## config.mk

```make
export PLATFORM = sky130hd
export DESIGN_NAME = a2d_scan_seq_flat
export DESIGN_NICKNAME = d
export VERILOG_FILES = /design/src/rtl/a2d_scan_seq_if.sv /design/src/rtl/a2d_scan_seq.sv /design/src/flat_wrapper.sv
export SDC_FILE = /design/constraint.sdc
export NUM_CORES = 1
export LEC_CHECK = 0
export ABC_CLOCK_PERIOD_IN_PS = 2650
export CAP_MARGIN = 30
export CELL_PAD_IN_SITES_DETAIL_PLACEMENT = 1
export CELL_PAD_IN_SITES_GLOBAL_PLACEMENT = 2
export CORE_AREA = 2 2 183 113
export CTS_BUF_LIST = sky130_fd_sc_hd__clkbuf_8
export CTS_CLUSTER_SIZE = 24
export DETAILED_ROUTE_END_ITERATION = 10
export DIE_AREA = 0 0 185 115
export DONT_BUFFER_PORTS = 1
export GPL_ROUTABILITY_DRIVEN = 0
export GPL_TIMING_DRIVEN = 0
export PLACE_DENSITY = 0.82
export SLEW_MARGIN = 20
export SYNTH_ARGS = -nofsm -noshare
export SYNTH_HDL_FRONTEND = slang
export SYNTH_SLANG_ARGS = --single-unit
```

## constraint.sdc

```tcl
create_clock -name clk -period 2.65 [get_ports clk]
set_input_delay 0.53 -clock clk [delete_from_list [all_inputs] [get_ports clk]]
set_output_delay 0.53 -clock clk [all_outputs]
set_load 0.05 [all_outputs]
```

## src/rtl/a2d_scan_seq_if.sv

```systemverilog
// a2d_scan_seq_if: conversion handshake between the scan sequencer and A2D_intf.
// master = sequencer side (drives strt_cnv/chnnl), slave = A2D_intf side.
interface a2d_scan_seq_if;
  logic        strt_cnv;
  logic [2:0]  chnnl;
  logic        cnv_cmplt;
  logic [11:0] res;

  modport master (output strt_cnv, output chnnl, input cnv_cmplt, input res);
  modport slave  (input strt_cnv, input chnnl, output cnv_cmplt, output res);
endinterface

```

## src/rtl/a2d_scan_seq.sv

```systemverilog
// a2d_scan_seq: walks the enabled ADC128S channels through A2D_intf, averages
// 2^AVG_LOG2 conversions per channel and keeps one un-inverted 12-bit reading
// per channel behind a registered read port.
// Optional watchdog on the conversion wait: define A2D_SEQ_TIMEOUT_EN.
//
// state | meaning
// IDLE  | waiting for scan_go
// NEXT  | pick lowest enabled channel at/above idx, or finish the scan
// START | one-cycle strt_cnv to A2D_intf
// WAIT  | waiting for cnv_cmplt rising edge
// GAP   | GAP_CYCLES idle clocks, then next sample or store the average
// DONE  | scan_done pulse; re-scan if cont, else back to IDLE
module a2d_scan_seq #(
  parameter int AVG_LOG2    = 2,
  parameter int GAP_CYCLES  = 10,
  parameter int TIMEOUT_CYC = 1023
) (
  input  logic                  clk,
  input  logic                  rst_n,
  input  logic                  scan_go,
  input  logic                  cont,
  input  logic [7:0]            ch_mask,
  a2d_scan_seq_if.master        a2d,
  input  logic [2:0]            rd_chnl,
  output logic [11:0]           rd_data,
  output logic                  rd_valid,
  output logic                  busy,
  output logic                  scan_done,
  output logic                  timeout_err
);

  localparam int ACC_W = 12 + AVG_LOG2;
  localparam int SMP_W = AVG_LOG2 + 1;
  localparam logic [SMP_W-1:0] SMP_TGT  = SMP_W'(1 << AVG_LOG2);
  localparam logic [7:0]       GAP_LOAD = 8'(GAP_CYCLES - 1);

  localparam logic [2:0] S_IDLE  = 3'd0;
  localparam logic [2:0] S_NEXT  = 3'd1;
  localparam logic [2:0] S_START = 3'd2;
  localparam logic [2:0] S_WAIT  = 3'd3;
  localparam logic [2:0] S_GAP   = 3'd4;
  localparam logic [2:0] S_DONE  = 3'd5;

  logic [2:0]       state;
  logic [7:0]       mask_q;
  logic [3:0]       idx;
  logic [2:0]       chnnl_q;
  logic             strt_q;
  logic [ACC_W-1:0] acc;
  logic [SMP_W-1:0] smp_cnt;
  logic [7:0]       gap_cnt;
  logic             cnv_q;
  logic             cnv_rise;
  logic             go_acc;
  logic             wr_en;
  logic [11:0]      wr_val;
  logic             nxt_found;
  logic [2:0]       nxt_ch;
  logic             to_expired;
  logic [11:0]      file_q [8];
  logic [7:0]       valid_q;

  assign a2d.strt_cnv = strt_q;
  assign a2d.chnnl    = chnnl_q;

  // Edge detect makes both pulse and level completion handshakes work.
  assign cnv_rise = a2d.cnv_cmplt & ~cnv_q;
  assign go_acc   = (state == S_IDLE) && scan_go;
  assign wr_en    = (state == S_GAP) && (gap_cnt == 8'd0) && (smp_cnt == SMP_TGT);
  assign wr_val   = acc[ACC_W-1:AVG_LOG2];

  // Lowest enabled channel at or above idx (descending loop so the lowest wins).
  always_comb begin
    nxt_found = 1'b0;
    nxt_ch    = 3'd0;
    for (int i = 7; i >= 0; i--) begin
      if (mask_q[i] && (4'(i) >= idx)) begin
        nxt_found = 1'b1;
        nxt_ch    = 3'(i);
      end
    end
  end

`ifdef A2D_SEQ_TIMEOUT_EN
  localparam int TO_W = $clog2(TIMEOUT_CYC + 1);
  localparam logic [TO_W-1:0] TO_LOAD = TO_W'(TIMEOUT_CYC - 1);

  logic [TO_W-1:0] to_cnt;

  assign to_expired = (state == S_WAIT) && !cnv_rise && (to_cnt == '0);

  // Watchdog down-counter over WAIT; sticky error until reset or a new scan.
  always_ff @(posedge clk or negedge rst_n) begin
    if (!rst_n) begin
      to_cnt      <= '0;
      timeout_err <= 1'b0;
    end else begin
      if (state == S_START)
        to_cnt <= TO_LOAD;
      else if ((state == S_WAIT) && (to_cnt != '0))
        to_cnt <= to_cnt - TO_W'(1);
      if (go_acc)
        timeout_err <= 1'b0;
      else if (to_expired)
        timeout_err <= 1'b1;
    end
  end
`else
  assign to_expired  = 1'b0;
  // TIMEOUT_CYC only matters with the watchdog built in.
  assign timeout_err = (TIMEOUT_CYC > 0) ? 1'b0 : 1'b0;
`endif

  // Scan sequencing, averaging and handshake outputs.
  always_ff @(posedge clk or negedge rst_n) begin
    if (!rst_n) begin
      state     <= S_IDLE;
      mask_q    <= 8'd0;
      idx       <= 4'd0;
      chnnl_q   <= 3'd0;
      strt_q    <= 1'b0;
      acc       <= '0;
      smp_cnt   <= '0;
      gap_cnt   <= 8'd0;
      cnv_q     <= 1'b0;
      busy      <= 1'b0;
      scan_done <= 1'b0;
    end else begin
      strt_q    <= 1'b0;
      scan_done <= 1'b0;
      cnv_q     <= a2d.cnv_cmplt;
      case (state)
        S_IDLE: begin
          if (scan_go) begin
            mask_q <= ch_mask;
            idx    <= 4'd0;
            busy   <= 1'b1;
            state  <= S_NEXT;
          end
        end
        S_NEXT: begin
          if (nxt_found) begin
            chnnl_q <= nxt_ch;
            idx     <= {1'b0, nxt_ch};
            acc     <= '0;
            smp_cnt <= '0;
            strt_q  <= 1'b1;
            state   <= S_START;
          end else begin
            scan_done <= 1'b1;
            state     <= S_DONE;
          end
        end
        S_START: state <= S_WAIT;
        S_WAIT: begin
          if (cnv_rise) begin
            acc     <= acc + ACC_W'(~a2d.res);
            smp_cnt <= smp_cnt + SMP_W'(1);
            gap_cnt <= GAP_LOAD;
            state   <= S_GAP;
          end else if (to_expired) begin
            idx   <= {1'b0, chnnl_q} + 4'd1;
            state <= S_NEXT;
          end
        end
        S_GAP: begin
          if (gap_cnt != 8'd0) begin
            gap_cnt <= gap_cnt - 8'd1;
          end else if (smp_cnt != SMP_TGT) begin
            strt_q <= 1'b1;
            state  <= S_START;
          end else begin
            idx   <= {1'b0, chnnl_q} + 4'd1;
            state <= S_NEXT;
          end
        end
        S_DONE: begin
          if (cont) begin
            mask_q <= ch_mask;
            idx    <= 4'd0;
            state  <= S_NEXT;
          end else begin
            busy  <= 1'b0;
            state <= S_IDLE;
          end
        end
        default: state <= S_IDLE;
      endcase
    end
  end

  // Result file and valid bits; valid bits are cleared only by an accepted scan_go.
  always_ff @(posedge clk or negedge rst_n) begin
    if (!rst_n) begin
      for (int i = 0; i < 8; i++) file_q[i] <= 12'd0;
      valid_q <= 8'd0;
    end else begin
      if (go_acc)
        valid_q <= 8'd0;
      else if (wr_en)
        valid_q[chnnl_q] <= 1'b1;
      if (wr_en)
        file_q[chnnl_q] <= wr_val;
    end
  end

  // Registered read port with write-through for a same-cycle write to rd_chnl.
  always_ff @(posedge clk or negedge rst_n) begin
    if (!rst_n) begin
      rd_data  <= 12'd0;
      rd_valid <= 1'b0;
    end else if (wr_en && (chnnl_q == rd_chnl)) begin
      rd_data  <= wr_val;
      rd_valid <= 1'b1;
    end else begin
      rd_data  <= file_q[rd_chnl];
      rd_valid <= go_acc ? 1'b0 : valid_q[rd_chnl];
    end
  end

endmodule

```

## src/flat_wrapper.sv

```systemverilog
// flat-port wrapper written by rule: the top's interface ports become plain ports
module a2d_scan_seq_flat 
#(
  parameter int AVG_LOG2    = 2,
  parameter int GAP_CYCLES  = 10,
  parameter int TIMEOUT_CYC = 1023
)
  (clk, rst_n, scan_go, cont, ch_mask, rd_chnl, rd_data, rd_valid, busy, scan_done, timeout_err, a2d_strt_cnv, a2d_chnnl, a2d_cnv_cmplt, a2d_res);
  a2d_scan_seq_if a2d_i ();
  input  logic clk;
  input  logic rst_n;
  input  logic scan_go;
  input  logic cont;
  input  logic [7:0] ch_mask;
  input  logic [2:0] rd_chnl;
  output logic [11:0] rd_data;
  output logic rd_valid;
  output logic busy;
  output logic scan_done;
  output logic timeout_err;
  output wire logic [$bits(a2d_i.strt_cnv)-1:0] a2d_strt_cnv;
  output wire logic [$bits(a2d_i.chnnl)-1:0] a2d_chnnl;
  input wire logic [$bits(a2d_i.cnv_cmplt)-1:0] a2d_cnv_cmplt;
  input wire logic [$bits(a2d_i.res)-1:0] a2d_res;
  assign a2d_strt_cnv = a2d_i.strt_cnv;
  assign a2d_chnnl = a2d_i.chnnl;
  assign a2d_i.cnv_cmplt = a2d_cnv_cmplt;
  assign a2d_i.res = a2d_res;
  a2d_scan_seq #(.AVG_LOG2(AVG_LOG2), .GAP_CYCLES(GAP_CYCLES), .TIMEOUT_CYC(TIMEOUT_CYC)) u_core (.clk(clk), .rst_n(rst_n), .scan_go(scan_go), .cont(cont), .ch_mask(ch_mask), .a2d(a2d_i), .rd_chnl(rd_chnl), .rd_data(rd_data), .rd_valid(rd_valid), .busy(busy), .scan_done(scan_done), .timeout_err(timeout_err));
endmodule
```

Word-level counts from Yosys, hierarchy flattened
Index checks and enable logic that the tools add are counted.
{"block": "word_totals", "reg_bits": 164, "latchBits": 0, "mem_bits_rw": 0, "romBits": 0, "input_bits": 28, "out_inout_bits": 20, "elab_cells": 156, "memories": 0}
{"block": "op_classes", "n_addsub": 4, "multipliers": 0, "div_mod_pow": 0, "magnitude_cmp": 14, "eq_ne": 16, "n_shift": 0, "muxes": 65, "n_bitwise": 6, "n_reduce_logical": 29}
{"operator": "bitwise mux 96 bit", "count": 1}
{"operator": "two-way mux 12 bit", "count": 4}
{"operator": "two-way mux 8 bit", "count": 6}
{"operator": "two-way mux 3 bit", "count": 14}
{"operator": "binary-select mux 12 bit (select 3 bit)", "count": 1}
{"operator": "demux 12 bit (select 3 bit)", "count": 1}
{"operator": "case mux 8 bit (2 select lines)", "count": 2}
{"operator": "two-way mux 14 bit", "count": 2}
{"operator": "case mux 14 bit (2 select lines)", "count": 1}
{"operator": "two-way mux 1 bit", "count": 20}
{"operator": "two-way mux 4 bit", "count": 5}
{"operator": "case mux 3 bit (6 select lines)", "count": 1}
{"operator": "greater-or-equal comparator 3 x 4 -> 1 bit, first input constant", "count": 4}
{"operator": "case mux 4 bit (4 select lines)", "count": 1}
{"operator": "AND reduction 3 bit", "count": 5}
{"operator": "adder 14 bit", "count": 1}
{"operator": "logical AND 1 bit", "count": 14}
{"operator": "NOT 12 -> 14 bit", "count": 1}
{"operator": "!= test 2 bit, second input constant", "count": 6}
{"operator": "== test 3 bit, second input constant", "count": 3}
{"operator": "greater-or-equal comparator 1 x 4 -> 1 bit, first input constant", "count": 2}
{"operator": "greater-or-equal comparator 2 x 4 -> 1 bit, first input constant", "count": 2}
{"operator": "greater-or-equal comparator 4 bit, second input constant", "count": 2}
{"operator": "zero test 8 bit", "count": 1}
{"operator": "26 further kinds", "count": 34}

Logic depth before layout (Yosys ltp)
Gate-level depths: netlist (run 1).
{"block": "depth", "word_depth": 12, "ltp_mapped": 10, "depth_no_buf": 10}

Worst setup path before layout (run 1)
No wires, ideal clock.
{"block": "synth_timing", "kind": "reg-to-reg", "start": "reg u_core.gap_cnt[0]", "end": "reg u_core.file_q[62] (netlist bit)", "setup_ns": 0.125, "arrival_ns": 2.450, "t_required_ns": 2.525, "path_slack_ns": 0.075, "path_stages_with_launch": 10, "n_path_buf": 1, "synth_period_minus_slack_ns": 2.575, "path_cell_list": "dfrtp_1 > inv_1 > ha_1 > or3b_2 > or2_4 > nor3_4 > nand2b_4 > nor3b_4 > buf_6 > mux2_2"}
{"block": "synth_via", "elab_chain_cells": 3}
{"item": "start: declaration", "line_no": "a2d_scan_seq.sv:51", "text": "logic [7:0] gap_cnt;"}
{"item": "start signal: assignment", "line_no": "a2d_scan_seq.sv:168", "text": "gap_cnt <= gap_cnt - 8'd1;"}
{"item": "zero test 8 bit", "line_no": "a2d_scan_seq.sv:69", "text": "assign wr_en = (state == S_GAP) && (gap_cnt == 8'd0) && (smp_cnt == SMP_TGT);"}
{"item": "logical AND 1 bit (2 in a row)", "line_no": "a2d_scan_seq.sv:69"}
{"item": "end signal: indexed assignment", "line_no": "a2d_scan_seq.sv:203", "text": "file_q[chnnl_q] <= wr_val;"}
{"item": "end: declaration", "line_no": "a2d_scan_seq.sv:60", "text": "logic [11:0] file_q [8];"}
Every way passes these cells.
A chain may end at the register's enable or synchronous reset.

Worst setup path after layout (run 1)
{"block": "layout_timing", "start": "reg u_core.gap_cnt[1]", "end": "reg u_core.file_q[93] (netlist bit)"}
Same word-level chain as after synthesis.

==> key figures, run 1 <==
Logic synthesis
  • Synthesized area per cell: 12.47 sq um
  • Syn Nets: 694
  • Synth Warn #: 0
  • Unique masters post-synth: 69
  • Sequential share of the synthesized area: 0.5070
  • Mapped cell area: 0.008094 sq mm
  • Asr flop ratio synth: 1.000
  • EDFF count, synth: 0
  • Flops & latches, synth: roughly 160
  • Primary FF master, synth: dfrtp_1
  • Post-Synthesis Cells: 649

Global route
  • Largest net degree at the start of global routing: 165
  • First-pass GRT wire length: around 33 mm
  • Total GRT Usage: 0.2065
  • Initial antenna violation count: 0
  • Vias in the first global route: 5,906
  • Congestion Overflow GR: 0

Floorplanning
  • IO Count: 48
  • Die Wd: roughly 190 microns
  • Total core area: 0.01962 sq mm
  • Die Y: 115 microns
  • FP Rows: 40
  • Die Footprint: 0.02128 sq mm
  • Initial Util: 0.4126

Setup path
  • Worst Path Max Fanout: 10
  • Reg2Reg Depth: 9
  • Startpoint Class: flip-flop
  • CP arrival: 2.95 ns
  • Kind of critical path: flip-flop to flip-flop
  • RR Endpoint: u_core.file_q[93]$_DFFE_PN0P_
  • Critical Path RT: 3.00 ns
  • Reg-to-Reg Start: u_core.gap_cnt[1]$_DFFE_PN0P_
  • CP endpoint kind: flip-flop
  • R2R Setup Slk: ~0.055 ns

Timing
  • Unrepaired setup endpoints after global routing: yes
  • Pins over their slew limit: 0
  • Final Hold Viols: around 160
  • Setup TNS: 0 ns
  • Tcrit/Tclk final: 0.9794
  • Rel. slew slack: 0.3394
  • Setup Skew: approximately 0.014 ns
  • Post-layout min period: 2.595 ns
  • Hold_ws: -0.2435 ns
  • Setup-failing EPs final: 0
  • Fmax: 0.3853 GHz
  • Slew of the pin with the lowest slew margin: 0.9909 ns

Detailed routing
  • Drt wl/cell: 20.98 microns
  • Routed WL: ~20 mm
  • Drt pass-1 iters: 4
  • Detailed-route DRC error count: 0
  • Via density: between 5 and 6
  • DRT antenna net count: 0
  • Total number of vias: approximately 5,300
  • 1st-iter DRT viols: 257

Cells and area
  • Final Cell Area: 0.009131 sq mm
  • Post-layout nets: 731
  • Final core occ: 0.4654
  • Multi-input logic area: 0.003750 sq mm
  • Commonest non-fill, non-tap cell in the layout: dfrtp_1
  • Final Non-Filler Cells: approximately 1,000
  • Sequential Area: 0.004105 sq mm
  • Ratio of cells with drive above 1 in the final layout: 0.3176
  • Fillers: 2,077
  • P&R area growth vs syn: 12.81%
  • N_diodes: 0
  • Most frequent cells in the layout: dfrtp_1 (163), mux2_2 (93), nand2_1 (52), o21ai_0 (42), inv_1 (34)

Power and ir drop
  • Pwr per Cell Area: ~820 mW/mm^2
  • Leak: roughly 0.0043 uW
  • Overall Power: 7457 uW
  • Maximum vdd ir drop: 0.3524 mV

Place
  • Post-DP Area: 0.008447 sq mm
  • Post-DP HPWL: 14.17 mm
  • Port buffer count: 0
  • Placed Cells: 923

Clock tree
  • Clock slew at reported path FFs: around 0.090 ns
  • Max H-tree Level: 4
  • # clock sinks: 164
  • Clock Tree Buf Depth: 2
  • Num CTS Buffers: 17
  • Clock latency on the worst-skew pair: 0.47 ns
  • CTS tree: built
  • Clock Tree Root: clkbuf_8

Hold path
  • Hold Crit Class: primary input to async pin

Run status
  • Violated checks: negative hold slack
  • Outcome: complete, but fails checks

Run
  • Maxcap violations: 0
[synth_stat cells (3+ instances only)]
cell | instances | share of area
clkbuf_1 | 15 | 0.0070
xnor2_1 | 12 | 0.013
nand3_1 | 5 | 0.0031
or3_1 | 3 | 0.0023
buf_4 | 10 | 0.0093
o211ai_1 | 4 | 0.0037
nor2_1 | 18 | 0.0083
o22ai_1 | 3 | 0.0023
a21boi_0 | 8 | 0.0074
o21ai_0 | 42 | 0.026
buf_2 | 10 | 0.0062
dfrtp_1 | 164 | 0.51
xor2_1 | 7 | 0.0076
ha_1 | 16 | 0.025
nor3_1 | 5 | 0.0031
a21o_1 | 4 | 0.0037
nand2_1 | 52 | 0.024
a31oi_1 | 3 | 0.0023
mux2_2 | 102 | 0.14
mux4_2 | 26 | 0.072
o21a_1 | 6 | 0.0056
nand2b_1 | 11 | 0.0085
nor4_1 | 3 | 0.0023
nor2b_1 | 3 | 0.0023
and2_1 | 3 | 0.0023
a21oi_1 | 15 | 0.0093
buf_1 | 5 | 0.0023
inv_1 | 30 | 0.014
mux2i_1 | 13 | 0.016
[worst max-delay path, stage by stage, from the launching register on]
cell	delay (ns)
dfrtp_1	0.40
inv_1	0.08
ha_2	0.17
or3b_4	0.39
or2_4	0.26
nor3_4	0.22
nand2b_4	0.14
nor3_4	0.25
buf_6	0.21
mux2_2	0.35
[cell families (layout without fill, tap and decap cells)]
logic type	count (synthesis)	count (layout)	share of synthesized area
flip-flops	164	164	0.5070
adder cells (fa/ha/maj)	17	17	0.02721
XOR/XNOR	19	19	0.02056
other	1	1	0.0004633
buffers and inverters	72	122	0.04143
multiplexers	142	142	0.2317
AND/OR/NAND/NOR	122	122	0.08224
AO/OA/AOI/OAI	112	112	0.08935
[routing by layer]
metal | vias up | wire, microns | GRT usage | share of wire
li1 | 2400 | - | - | -
met1 | 2819 | 10180 | 0.2960 | 0.50
met2 | 58 | 9330 | 0.3179 | 0.46
met3 | 14 | 705 | 0.04973 | 0.035
met4 | 0 | 180 | 0.05132 | 0.0088
met5 | - | 0 | 0 | 0
[where the power goes]
part           leakage, uW  internal [uW]  switching, uW  total, uW
registers          0.00224           2790            381       3170
logic              0.00186            965           1450       2420
clock network     0.000217            926            942       1870
total              0.00431           4680           2780       7460
[stage by stage]
stage	worst slack [ns]	hold WS, ns
6_report	0.05454	-0.2435
5_1_grt	-0.03023	-0.2815
4_1_cts	-0.02586	-0.2727
3_5_place_dp	-0.4306	0.2403
3_3_place_gp	-0.2962	0.2396
2_1_floorplan	0.07488	0.2344
[flip-flops by register name (all words and copies together) (netlist names)]
name / flops
u_core.file_q: 96
u_core.smp_cnt: 3
u_core.state: 3
u_core.valid_q: 8
u_core.rd_data: 12
u_core.a2d.chnnl: 3
u_core.gap_cnt: 8
u_core.mask_q: 8
u_core.idx: 4
u_core.scan_done: 1
u_core.busy: 1
u_core.cnv_q: 1
u_core.rd_valid: 1
u_core.a2d.strt_cnv: 1
u_core.acc: 14
[worst max-delay path by stage]
stage,from,endpoint,slack (ns)
2_1_floorplan,u_core.gap_cnt[0]$_DFFE_PN0P_,u_core.file_q[62]$_DFFE_PN0P_,0.07
3_3_place_gp,u_core.state[0]$_DFFE_PN0P_,u_core.gap_cnt[5]$_DFFE_PN0P_,-0.30
3_5_place_dp,u_core.state[0]$_DFFE_PN0P_,u_core.gap_cnt[5]$_DFFE_PN0P_,-0.43
4_1_cts,u_core.gap_cnt[1]$_DFFE_PN0P_,u_core.file_q[42]$_DFFE_PN0P_,-0.03
5_1_grt,u_core.gap_cnt[1]$_DFFE_PN0P_,u_core.file_q[95]$_DFFE_PN0P_,-0.03
6_report,u_core.gap_cnt[1]$_DFFE_PN0P_,u_core.file_q[93]$_DFFE_PN0P_,0.05
[repair_timing]
item,in CTS,in global routing
endpoints found under the hold margin,164,164
gates cloned,1,0
pin swaps,7,5
resized for setup,27,16
endpoints found under the setup margin,115,81
buffers inserted,15,1
[final cells by class]
type | count | share of cell area
clock inverter | 11 | 0.01206
tap | 273 | 0.03741
clock buffer | 21 | 0.03165
inverter | 30 | 0.01233
multi-input combinational | 413 | 0.4107
timing repair buffer | 19 | 0.01850
buffer | 41 | 0.02782
sequential | 164 | 0.4496
(Power assumes the default switching activity.)
==> run 2: changes to the inputs <==
--- a/config.mk
+++ b/config.mk
@@ -5,19 +5,19 @@
 export SDC_FILE = /design/constraint.sdc
 export NUM_CORES = 1
 export LEC_CHECK = 0
-export ABC_CLOCK_PERIOD_IN_PS = 2650
 export CAP_MARGIN = 30
 export CELL_PAD_IN_SITES_DETAIL_PLACEMENT = 1
 export CELL_PAD_IN_SITES_GLOBAL_PLACEMENT = 2
-export CORE_AREA = 2 2 183 113
+export CORE_AREA = 5 5 186 116
 export CTS_BUF_LIST = sky130_fd_sc_hd__clkbuf_8
 export CTS_CLUSTER_SIZE = 24
 export DETAILED_ROUTE_END_ITERATION = 10
-export DIE_AREA = 0 0 185 115
+export DIE_AREA = 0 0 191 121
 export DONT_BUFFER_PORTS = 1
 export GPL_ROUTABILITY_DRIVEN = 0
 export GPL_TIMING_DRIVEN = 0
 export PLACE_DENSITY = 0.82
+export SETUP_SLACK_MARGIN = 0.02
 export SLEW_MARGIN = 20
 export SYNTH_ARGS = -nofsm -noshare
 export SYNTH_HDL_FRONTEND = slang
==> run 2 against run 1 <==
Compared with the run above:
- the flow still finishes with violations (negative hold slack)
- final area is 1.5% higher
- sequential power hardly changed
- non-clock buffer count grew 13
- critical path depth up 1
- fmax is 1.2% lower
- clock-buffer cell count down 2
- die area rose by 8.6%
- critical path type unchanged
- critical endpoint is now u_core.file_q[43]$_DFFE_PN0P_
- largest cell class unchanged
==> key figures, run 2 (synthesis results as in run 1) <==
Global route
  • Vias in the first global route: 5,992 (was 5,906)
  • Congestion Overflow GR: 0 (unchanged)
  • Largest net degree at the start of global routing: 165 (unchanged)
  • First-pass GRT wire length: 34.11 mm (was 32.98 mm)
  • Initial antenna violation count: 0 (unchanged)
  • Total GRT Usage: 0.1926 (was 0.2065)

Hold path
  • Hold Crit Class: primary input to async pin (unchanged)

Setup path
  • Kind of critical path: flip-flop to flip-flop (unchanged)
  • CP endpoint kind: flip-flop (unchanged)
  • Reg2Reg Depth: 10 (was 9)
  • Worst Path Max Fanout: 5 (was 10)
  • Startpoint Class: flip-flop (unchanged)
  • Critical Path RT: 3.01 ns (was 3.00 ns)
  • CP arrival: 2.99 ns (was 2.95 ns)

Cells and area
  • Fillers: 2,065 (was 2,077)
  • Max reg flops: 96 (unchanged)
  • Ratio of cells with drive above 1 in the final layout: 0.3315 (was 0.3176)
  • Commonest non-fill, non-tap cell in the layout: dfrtp_1 (unchanged)
  • Most frequent cells in the layout: dfrtp_1 (164), mux2_2 (82), nand2_1 (52), o21ai_0 (40), buf_4 (31) (was dfrtp_1 (163), mux2_2 (93), nand2_1 (52), o21ai_0 (42), inv_1 (34))
  • Final Cell Area: 0.009264 sq mm (was 0.009131 sq mm)
  • Sequential Area: 0.004104 sq mm (was 0.004105 sq mm)
  • Post-layout nets: 744 (was 731)
  • Largest reg by FF count: u_core.file_q (unchanged)
  • Multi-input logic area: 0.003775 sq mm (was 0.003750 sq mm)
  • P&R area growth vs syn: 14.45% (was 12.81%)
  • N_diodes: 0 (unchanged)
  • Largest regs: u_core.file_q: 96 flops, u_core.acc: 14 flops, u_core.rd_data: 12 flops (unchanged)
  • Final Non-Filler Cells: 985 (was 972)

Timing
  • Hold_ws: -0.2513 ns (was -0.2435 ns)
  • Setup Skew: 0.01374 ns (was 0.01381 ns)
  • Fmax: 0.3806 GHz (was 0.3853 GHz)
  • Rel. slew slack: 0.3445 (was 0.3394)
  • Slew of the pin with the lowest slew margin: 0.9832 ns (was 0.9909 ns)
  • Final Hold Viols: 164 (unchanged)
  • Tcrit/Tclk final: 0.9914 (was 0.9794)
  • Unrepaired setup endpoints after global routing: yes (unchanged)
  • Pins over their slew limit: 0 (unchanged)
  • Final WS setup: 0.02272 ns (was 0.05454 ns)
  • Setup-failing EPs final: 0 (unchanged)
  • Post-layout min period: 2.627 ns (was 2.595 ns)
  • Setup TNS: 0 ns (unchanged)

Detailed routing
  • Detailed-route DRC error count: 0 (unchanged)
  • Via density: 5.458 (was 5.443)
  • Drt pass-1 iters: 4 (unchanged)
  • Total number of vias: 5,376 (was 5,291)
  • Drt wl/cell: 21.79 microns (was 20.98 microns)
  • 1st-iter DRT viols: 337 (was 257)
  • Routed WL: 21.47 mm (was 20.40 mm)
  • DRT antenna net count: 0 (unchanged)

Floorplanning
  • IO Count: 48 (unchanged)
  • Die Wd: 191 microns (was 185 microns)
  • Total core area: 0.01967 sq mm (was 0.01962 sq mm)
  • FP Rows: 40 (unchanged)
  • Initial Util: 0.4115 (was 0.4126)
  • Die Y: 121 microns (was 115 microns)
  • Die Footprint: 0.02311 sq mm (was 0.02128 sq mm)

Clock tree
  • Clock Tree Root: clkbuf_8 (unchanged)
  • Clock latency on the worst-skew pair: 0.48 ns (was 0.47 ns)
  • Num CTS Buffers: 17 (unchanged)
  • CTS tree: built (unchanged)
  • Max H-tree Level: 4 (unchanged)
  • # clock sinks: 164 (unchanged)
  • Clock Tree Buf Depth: 2 (unchanged)
  • Clock slew at reported path FFs: 0.09 ns (about the same)

Place
  • Pre-CTS WS: -0.3528 ns (was -0.4306 ns)
  • Post-DP Area: 0.008451 sq mm (was 0.008447 sq mm)
  • Post-DP HPWL: 14.47 mm (was 14.17 mm)
  • Placed Cells: 924 (was 923)
  • Port buffer count: 0 (unchanged)

Run status
  • Violated checks: negative hold slack (unchanged)
  • Outcome: complete, but fails checks (unchanged)

Power and ir drop
  • Pwr per Cell Area: 811.8 mW/mm^2 (was 816.6 mW/mm^2)
  • Leak: 0.004367 uW (was 0.004313 uW)
  • Maximum vdd ir drop: 0.3125 mV (was 0.3524 mV)

Run
  • Maxcap violations: 0 (unchanged)
[run 2: changes by cell type in the layout (fill, tap and decap cells not counted), moves of 2 or more]
cell and change:
mux2_2 -11, mux2_4 +11, buf_4 +8, buf_6 +5, inv_1 -4, clkinv_2 +3
clkinvlp_4 +3, clkbuf_8 -2, o21ai_0 -2, o21ai_1 +2
[run 2: layer usage]
layer	part of all wire	wire length, microns	track usage
met2	0.45	9758	0.2953
met3	0.052	1106	0.04313
met4	0.0094	202	0.04260
met1	0.48	10400	0.2811
met5	0	0	0
[run 2: worst paths after layout]
path,from,end,slack [ns]
worst min-delay path,rst_n,u_core.mask_q[3]$_DFFE_PN0P_,-0.25
worst max-delay path,u_core.gap_cnt[1]$_DFFE_PN0P_,u_core.file_q[43]$_DFFE_PN0P_,0.02
worst max register to register,u_core.gap_cnt[1]$_DFFE_PN0P_,u_core.file_q[43]$_DFFE_PN0P_,0.02
max in group asynchronous,rst_n,u_core.file_q[43]$_DFFE_PN0P_,2.50
worst min register to register,u_core.file_q[0]$_DFFE_PN0P_,u_core.file_q[0]$_DFFE_PN0P_,0.51
min in group clk,a2d_cnv_cmplt,u_core.cnv_q$_DFF_PN0_,0.07
[run 2: worst max-delay path, stage by stage, from the launching register on]
cell,delay [ns]
dfrtp_1,0.39
inv_1,0.06
ha_2,0.18
or3b_4,0.38
or2_4,0.26
nor3_4,0.12
buf_6,0.14
nand2b_4,0.10
nor3b_4,0.34
buf_6,0.22
mux2_4,0.31
[run 2: timing repair]
item,in CTS,in global routing
pin swaps,8,6
setup buffers,18,7
gates cloned,3,0
hold endpoints to repair,164,164
gates resized for setup,42,12
endpoints found under the setup margin,123,56
[run 2: final cells by class]
| class | instances | area share |
|---|---|---|
| sequential | 164 | 0.4430 |
| tap | 273 | 0.03687 |
| buffer | 42 | 0.02769 |
| clock buffer | 19 | 0.02823 |
| inverter | 30 | 0.01216 |
| timing repair buffer | 31 | 0.03025 |
| clock inverter | 13 | 0.01432 |
| multi-input combinational | 413 | 0.4075 |
[run 2: power by group]
part	switching (uW)	total (uW)	leakage (uW)	internal [uW]
clock network	974	1860	0.000194	881
logic	1510	2520	0.00194	1010
registers	359	3150	0.00224	2790
[run 2: stage by stage]
stage                 util  total power [uW]
CTS                 0.4660              7466
global route        0.4710              7972
floorplan                -              4827
finish              0.4710              7521
global placement    0.4289              5343
detailed placement  0.4296              5500
==> run 3: changes to the inputs <==
--- a/config.mk
+++ b/config.mk
@@ -22,3 +22,4 @@
 export SYNTH_ARGS = -nofsm -noshare
 export SYNTH_HDL_FRONTEND = slang
 export SYNTH_SLANG_ARGS = --single-unit
+export TNS_END_PERCENT = 50
==> run 3 against run 2 <==
Compared with the run above:
- the run still ends with negative hold slack left
- combinational power about the same
- non-clock buffer count increased by 1
- first-iteration DRC count increased by 2.7%
- clock power about the same
- register-to-register slack improved by 0.02 ns
- wire length increased by 0.12%
- critical path type unchanged
- critical endpoint is now u_core.file_q[66]$_DFFE_PN0P_
==> key figures, run 3 (synthesis results as in run 1) <==
Global route
  • Initial antenna violation count: 0 (unchanged)
  • First-pass GRT wire length: 34.08 mm (was 34.11 mm)
  • Vias in the first global route: 5,975 (was 5,992)
  • Largest net degree at the start of global routing: 165 (unchanged)
  • Congestion Overflow GR: 0 (unchanged)
  • Total GRT Usage: 0.1923 (was 0.1926)

Setup path
  • Crit path top cell by count: buf_6 (unchanged)
  • R2R Setup Slk: 0.04 ns (was 0.02 ns)
  • RR Endpoint: u_core.file_q[66]$_DFFE_PN0P_ (was u_core.file_q[43]$_DFFE_PN0P_)
  • Critical Path RT: 3.01 ns (about the same)
  • CP arrival: 2.97 ns (was 2.99 ns)
  • CP max-delay cell: dfrtp_1 (unchanged)
  • CP endpoint kind: flip-flop (unchanged)
  • Peak per-stage delay on the critical path: 0.38 ns (was 0.39 ns)
  • Reg-to-Reg Start: u_core.gap_cnt[1]$_DFFE_PN0P_ (unchanged)
  • Crit path cell chain: inv_1 -> ha_2 -> or3b_4 -> or2_4 -> nor3_4 -> buf_6 -> nand2b_4 -> nor3b_4 -> buf_6 -> mux2_4 (unchanged)
  • Reg2Reg Depth: 10 (unchanged)
  • Startpoint Class: flip-flop (unchanged)
  • Kind of critical path: flip-flop to flip-flop (unchanged)
  • Worst Path Max Fanout: 5 (unchanged)

Run status
  • Violated checks: negative hold slack (unchanged)
  • Outcome: complete, but fails checks (unchanged)

Detailed routing
  • Detailed-route DRC error count: 0 (unchanged)
  • Via density: 5.472 (was 5.458)
  • Routed WL: 21.49 mm (was 21.47 mm)
  • Drt wl/cell: 21.80 microns (was 21.79 microns)
  • Total number of vias: 5,395 (was 5,376)
  • DRT antenna net count: 0 (unchanged)
  • Drt pass-1 iters: 4 (unchanged)
  • 1st-iter DRT viols: 346 (was 337)

Clock tree
  • # clock sinks: 164 (unchanged)
  • Clock Tree Buf Depth: 2 (unchanged)
  • CTS tree: built (unchanged)
  • Clock slew at reported path FFs: 0.09 ns (about the same)
  • Num CTS Buffers: 17 (unchanged)
  • Clock Tree Root: clkbuf_8 (unchanged)
  • Clock latency on the worst-skew pair: 0.47 ns (was 0.48 ns)
  • Max H-tree Level: 4 (unchanged)

Place
  • Post-DP Area: 0.008451 sq mm (unchanged)
  • Post-DP HPWL: 14.47 mm (unchanged)
  • Pre-CTS WS: -0.3528 ns (unchanged)
  • Port buffer count: 0 (unchanged)

Timing
  • Hold_ws: -0.2486 ns (was -0.2513 ns)
  • Setup-failing EPs final: 0 (unchanged)
  • Final Hold Viols: 164 (unchanged)
  • Tcrit/Tclk final: 0.9845 (was 0.9914)
  • Final WS setup: 0.04117 ns (was 0.02272 ns)
  • Fmax: 0.3833 GHz (was 0.3806 GHz)
  • Rel. slew slack: 0.3318 (was 0.3445)
  • Unrepaired setup endpoints after global routing: yes (unchanged)
  • Slew of the pin with the lowest slew margin: 1.002 ns (was 0.9832 ns)
  • Setup Skew: 0.01325 ns (was 0.01374 ns)
  • Post-layout min period: 2.609 ns (was 2.627 ns)
  • Pins over their slew limit: 0 (unchanged)

Cells and area
  • N_diodes: 0 (unchanged)
  • Final Cell Area: 0.009271 sq mm (was 0.009264 sq mm)
  • Max reg flops: 96 (unchanged)
  • Post-layout nets: 745 (was 744)
  • Largest reg by FF count: u_core.file_q (unchanged)
  • P&R area growth vs syn: 14.55% (was 14.45%)
  • Largest regs: u_core.file_q: 96 flops, u_core.acc: 14 flops, u_core.rd_data: 12 flops (unchanged)
  • Commonest non-fill, non-tap cell in the layout: dfrtp_1 (unchanged)
  • Ratio of cells with drive above 1 in the final layout: 0.3324 (was 0.3315)
  • Most frequent cells in the layout: dfrtp_1 (164), mux2_2 (84), nand2_1 (52), o21ai_0 (40), buf_4 (31) (was dfrtp_1 (164), mux2_2 (82), nand2_1 (52), o21ai_0 (40), buf_4 (31))

Floorplanning
  • Initial Util: 0.4115 (unchanged)
  • Total core area: 0.01967 sq mm (unchanged)
  • IO Count: 48 (unchanged)
  • Die Footprint: 0.02311 sq mm (unchanged)
  • Die Y: 121 microns (unchanged)
  • FP Rows: 40 (unchanged)
  • Die Wd: 191 microns (unchanged)

Power and ir drop
  • Maximum vdd ir drop: 0.3081 mV (was 0.3125 mV)
  • Leak: 0.004372 uW (was 0.004367 uW)
  • Overall Power: 7490 uW (was 7521 uW)
  • Pwr per Cell Area: 807.9 mW/mm^2 (was 811.8 mW/mm^2)

Run
  • Maxcap violations: 0 (unchanged)

Hold path
  • Hold Crit Class: primary input to async pin (unchanged)
[run 3: cell types whose count changed in the layout (fill, tap and decap cells not counted)]
cell	change
buf_8	+1
mux2_2	+2
mux2_4	-2
[run 3: how the worst max path moves through the flow]
stage | start | end | slack [ns] | depth (start not counted)
6_report | u_core.gap_cnt[1]$_DFFE_PN0P_ | u_core.file_q[66]$_DFFE_PN0P_ | 0.04 | 10
5_1_grt | u_core.gap_cnt[6]$_DFFE_PN0P_ | u_core.file_q[66]$_DFFE_PN0P_ | -0.03 | 8
2_1_floorplan | u_core.gap_cnt[0]$_DFFE_PN0P_ | u_core.file_q[62]$_DFFE_PN0P_ | 0.07 | 9
3_5_place_dp | u_core.gap_cnt[0]$_DFFE_PN0P_ | u_core.rd_data[7]$_DFF_PN0_ | -0.35 | 8
3_3_place_gp | u_core.state[0]$_DFFE_PN0P_ | u_core.gap_cnt[5]$_DFFE_PN0P_ | -0.37 | 7
4_1_cts | u_core.acc[1]$_DFFE_PN0P_ | u_core.acc[13]$_DFFE_PN0P_ | -0.07 | 7
[run 3: area by class of cell]
class,instances,area (sq um)
fill,2062,10400
sequential,164,4104
multi-input combinational,413,3767
tap,273,341.6
timing repair buffer,32,295.3
clock buffer,19,261.5
buffer,42,256.5
clock inverter,13,132.6
inverter,30,112.6
[run 3: power by group]
part           internal [uW]  switching (uW)  leakage, uW
clock                    881             977     0.000194
sequential              2790             357      0.00224
combinational            987            1500      0.00194
total                   4660            2830      0.00437
[run 3: metrics by stage]
stage               std cells    util  hold WS [ns]  setup TNS [ns]
CTS                       976  0.4646       -0.2815         -0.4720
global placement          922  0.4289        0.2422          -15.14
detailed placement        924  0.4296        0.2416          -21.05
finish                    986  0.4714       -0.2486               0
floorplan                 649       -        0.2344               0
global route              986  0.4714       -0.2967         -0.1396
[run 3: worst max-delay path: cells and delay by family, from the launching register on]
family                   cells  cell delay [ns]
buffers and inverters        3             0.41
flip-flops                   1             0.38
AND/OR/NAND/NOR              5             1.19
adder cells (fa/ha/maj)      1             0.18
multiplexers                 1             0.32
[run 3: layer usage]
layer  GRT usage  share of wire  vias up
li1            -              -     2426
met1      0.2811           0.49     2877
met2      0.2942           0.45       83
met3     0.04313          0.050        9
met4     0.04260         0.0048        0
met5           0              0        -
[run 3: repair_timing]
item,4_1_cts,5_1_grt
setup buffers,17,9
setup endpoints to repair,123,65
hold endpoints to repair,164,164
gates resized for setup,37,17
cloned,3,0
pin swaps,8,7
==> patch (settings of run 3) <==
Build with the macro `A2D_SEQ_TIMEOUT_EN` defined.
--- a/src/rtl/a2d_scan_seq.sv
+++ b/src/rtl/a2d_scan_seq.sv
@@ -12,2 +12,4 @@
 // DONE  | scan_done pulse; re-scan if cont, else back to IDLE
+`define A2D_SEQ_TIMEOUT_EN
+
 module a2d_scan_seq #(
Function: no difference found for any inputs over 10 cycles, from zero or initial values and one cycle with rst_n low; that may be too few to reach the edited logic, so the function may still have changed.
==> patch against run 3 <==
- routed wire length increased by 2.1%
- cell area up 4.5%
- worst setup slack got worse by 0.0021 ns
- critical endpoint is now u_core.file_q[76]$_DFFE_PN0P_
- area after synthesis up 7.8%
- non-clock buffer count shrank 11
- power up 7.4%
- sequential share of layout area rose by 0.94 points
- synthesized cell count increased by 9.6%
- the flow still finishes with violations (hold timing)
- hold slack lost 0.021 ns
- sequential cell count up 11
==> patch: results <==
set metrics [dict create \
    layout.nets 796 \
    clockPowerShare_pct 23.7 \
    regMostFlops "u_core.file_q" \
    hold_ws_ns -0.269 \
    dp_hpwl_um 15100 \
    nFillCells 2049 \
    synth.top_cells.by_area "dfrtp_1 50%, mux2_2 14%, mux4_2 6.7%" \
    layout-drive-gt1-share_pct 31.5 \
    drt-total-wl_um 21900 \
    syn_nets 757 \
    outcome "complete, but fails checks" \
    r2r_cells 7 \
    grt_antenna_before_repair 0 \
    placed_area_um2 9070 \
    drtIter0Drc 309 \
    ys_seq_area_share_pct 50.2 \
    synth_common_cells "175 x dfrtp_1, 106 x mux2_2, 48 x nand2_1, 48 x nor2_1, 32 x inv_1" \
    arrival_ns 2.98 \
    cts.htree.levels 4 \
    seq_power_mw 3.42 \
    track_usage_pct 19.7 \
    hold_viol 175 \
    violations "hold timing" \
    yosysUniqueCellTypes 65 \
    pre_cts_slack_ns -0.218 \
    grt_pass1_vias 6177 \
    cts_buffer_depth 2 \
    grt_pass1_wl_um 35100 \
    grt_max_degree 176 \
    clk_latency_ns 0.48 \
    cts.clk_slew.worst_paths_ns 0.11 \
    hold_path.class "in2async" \
    internal_power_mw 4.88 \
    power.leakage_nw 4.55 \
    irDropWorstVdd_mv 0.496 \
    vias_per_cell 5.51 \
    path_max_fanout 10 \
    tightest_slew_ns 0.843 \
    worst_clock_skew_ns 0.0227 \
]
[patch: cell families after synthesis]
logic type,Yosys count,share of synthesized area (%)
mux,148,22.2
buf+inv,76,4.16
flops,175,50.2
xor+xnor,25,2.51
compound gates,104,7.45
simple gates,165,10.8
fa+ha+maj,18,2.67
[patch: path summary, 6_finish.rpt]
| check | start | to | slack [ns] |
|---|---|---|---|
| min | rst_n | u_core.mask_q[5]$_DFFE_PN0P_ | -0.27 |
| min in group clk | a2d_cnv_cmplt | u_core.cnv_q$_DFF_PN0_ | 0.06 |
| max in group asynchronous | rst_n | u_core.acc[1]$_DFFE_PN0P_ | 2.68 |
| max | u_core.gap_cnt[4]$_DFFE_PN0P_ | u_core.file_q[76]$_DFFE_PN0P_ | 0.04 |
| min reg2reg | u_core.file_q[16]$_DFFE_PN0P_ | u_core.file_q[16]$_DFFE_PN0P_ | 0.51 |
| max reg2reg | u_core.gap_cnt[4]$_DFFE_PN0P_ | u_core.file_q[76]$_DFFE_PN0P_ | 0.04 |
[patch: what timing repair did]
item                                    CTS  global route
gates cloned                              0             1
hold endpoints to repair                175           175
gates resized for setup                   8            11
endpoints found under the setup margin   75            77
setup buffers                             5            13
pin swaps                                 6             9
[patch: routing by layer]
layer  vias to the layer above  track usage (%)  routed length, µm
li1                       2612                -                  -
met1                      2987             29.2              10900
met2                        90             29.3               9770
met3                        17             4.66                994
met4                         0             5.20                242
met5                         -                0                  0
[patch: layout make-up]
| cell class | instances | area, µm² | share of cell area [%] |
|---|---|---|---|
| inverters | 33 | 124 | 1.28 |
| well taps | 273 | 342 | 3.53 |
| flip-flops and latches | 175 | 4380 | 45.2 |
| multi-input cells | 460 | 4060 | 41.9 |
| clock inverters | 14 | 156 | 1.61 |
| clock buffers | 17 | 234 | 2.42 |
| plain buffers | 43 | 244 | 2.52 |
| repair buffers | 20 | 154 | 1.59 |
[patch: worst max-delay path, stage by stage (launching register included)]
cell	delay (ns)
dfrtp_1	0.42
or4_4	0.58
nor3_4	0.31
and3_4	0.33
nand2_4	0.07
nor3_4	0.23
buf_6	0.21
mux2_2	0.35
[patch: through the flow]
| stage | hold WS, ns | power [mW] | instances |
|---|---|---|---|
| after detailed placement | 0.239 | 5.98 | 984 |
| final | -0.269 | 8.04 | 1035 |
| after CTS | -0.296 | 7.98 | 1020 |
| after floorplan | 0.234 | 5.25 | 711 |
| after global placement | 0.240 | 5.84 | 984 |
| after global routing | -0.305 | 8.56 | 1035 |
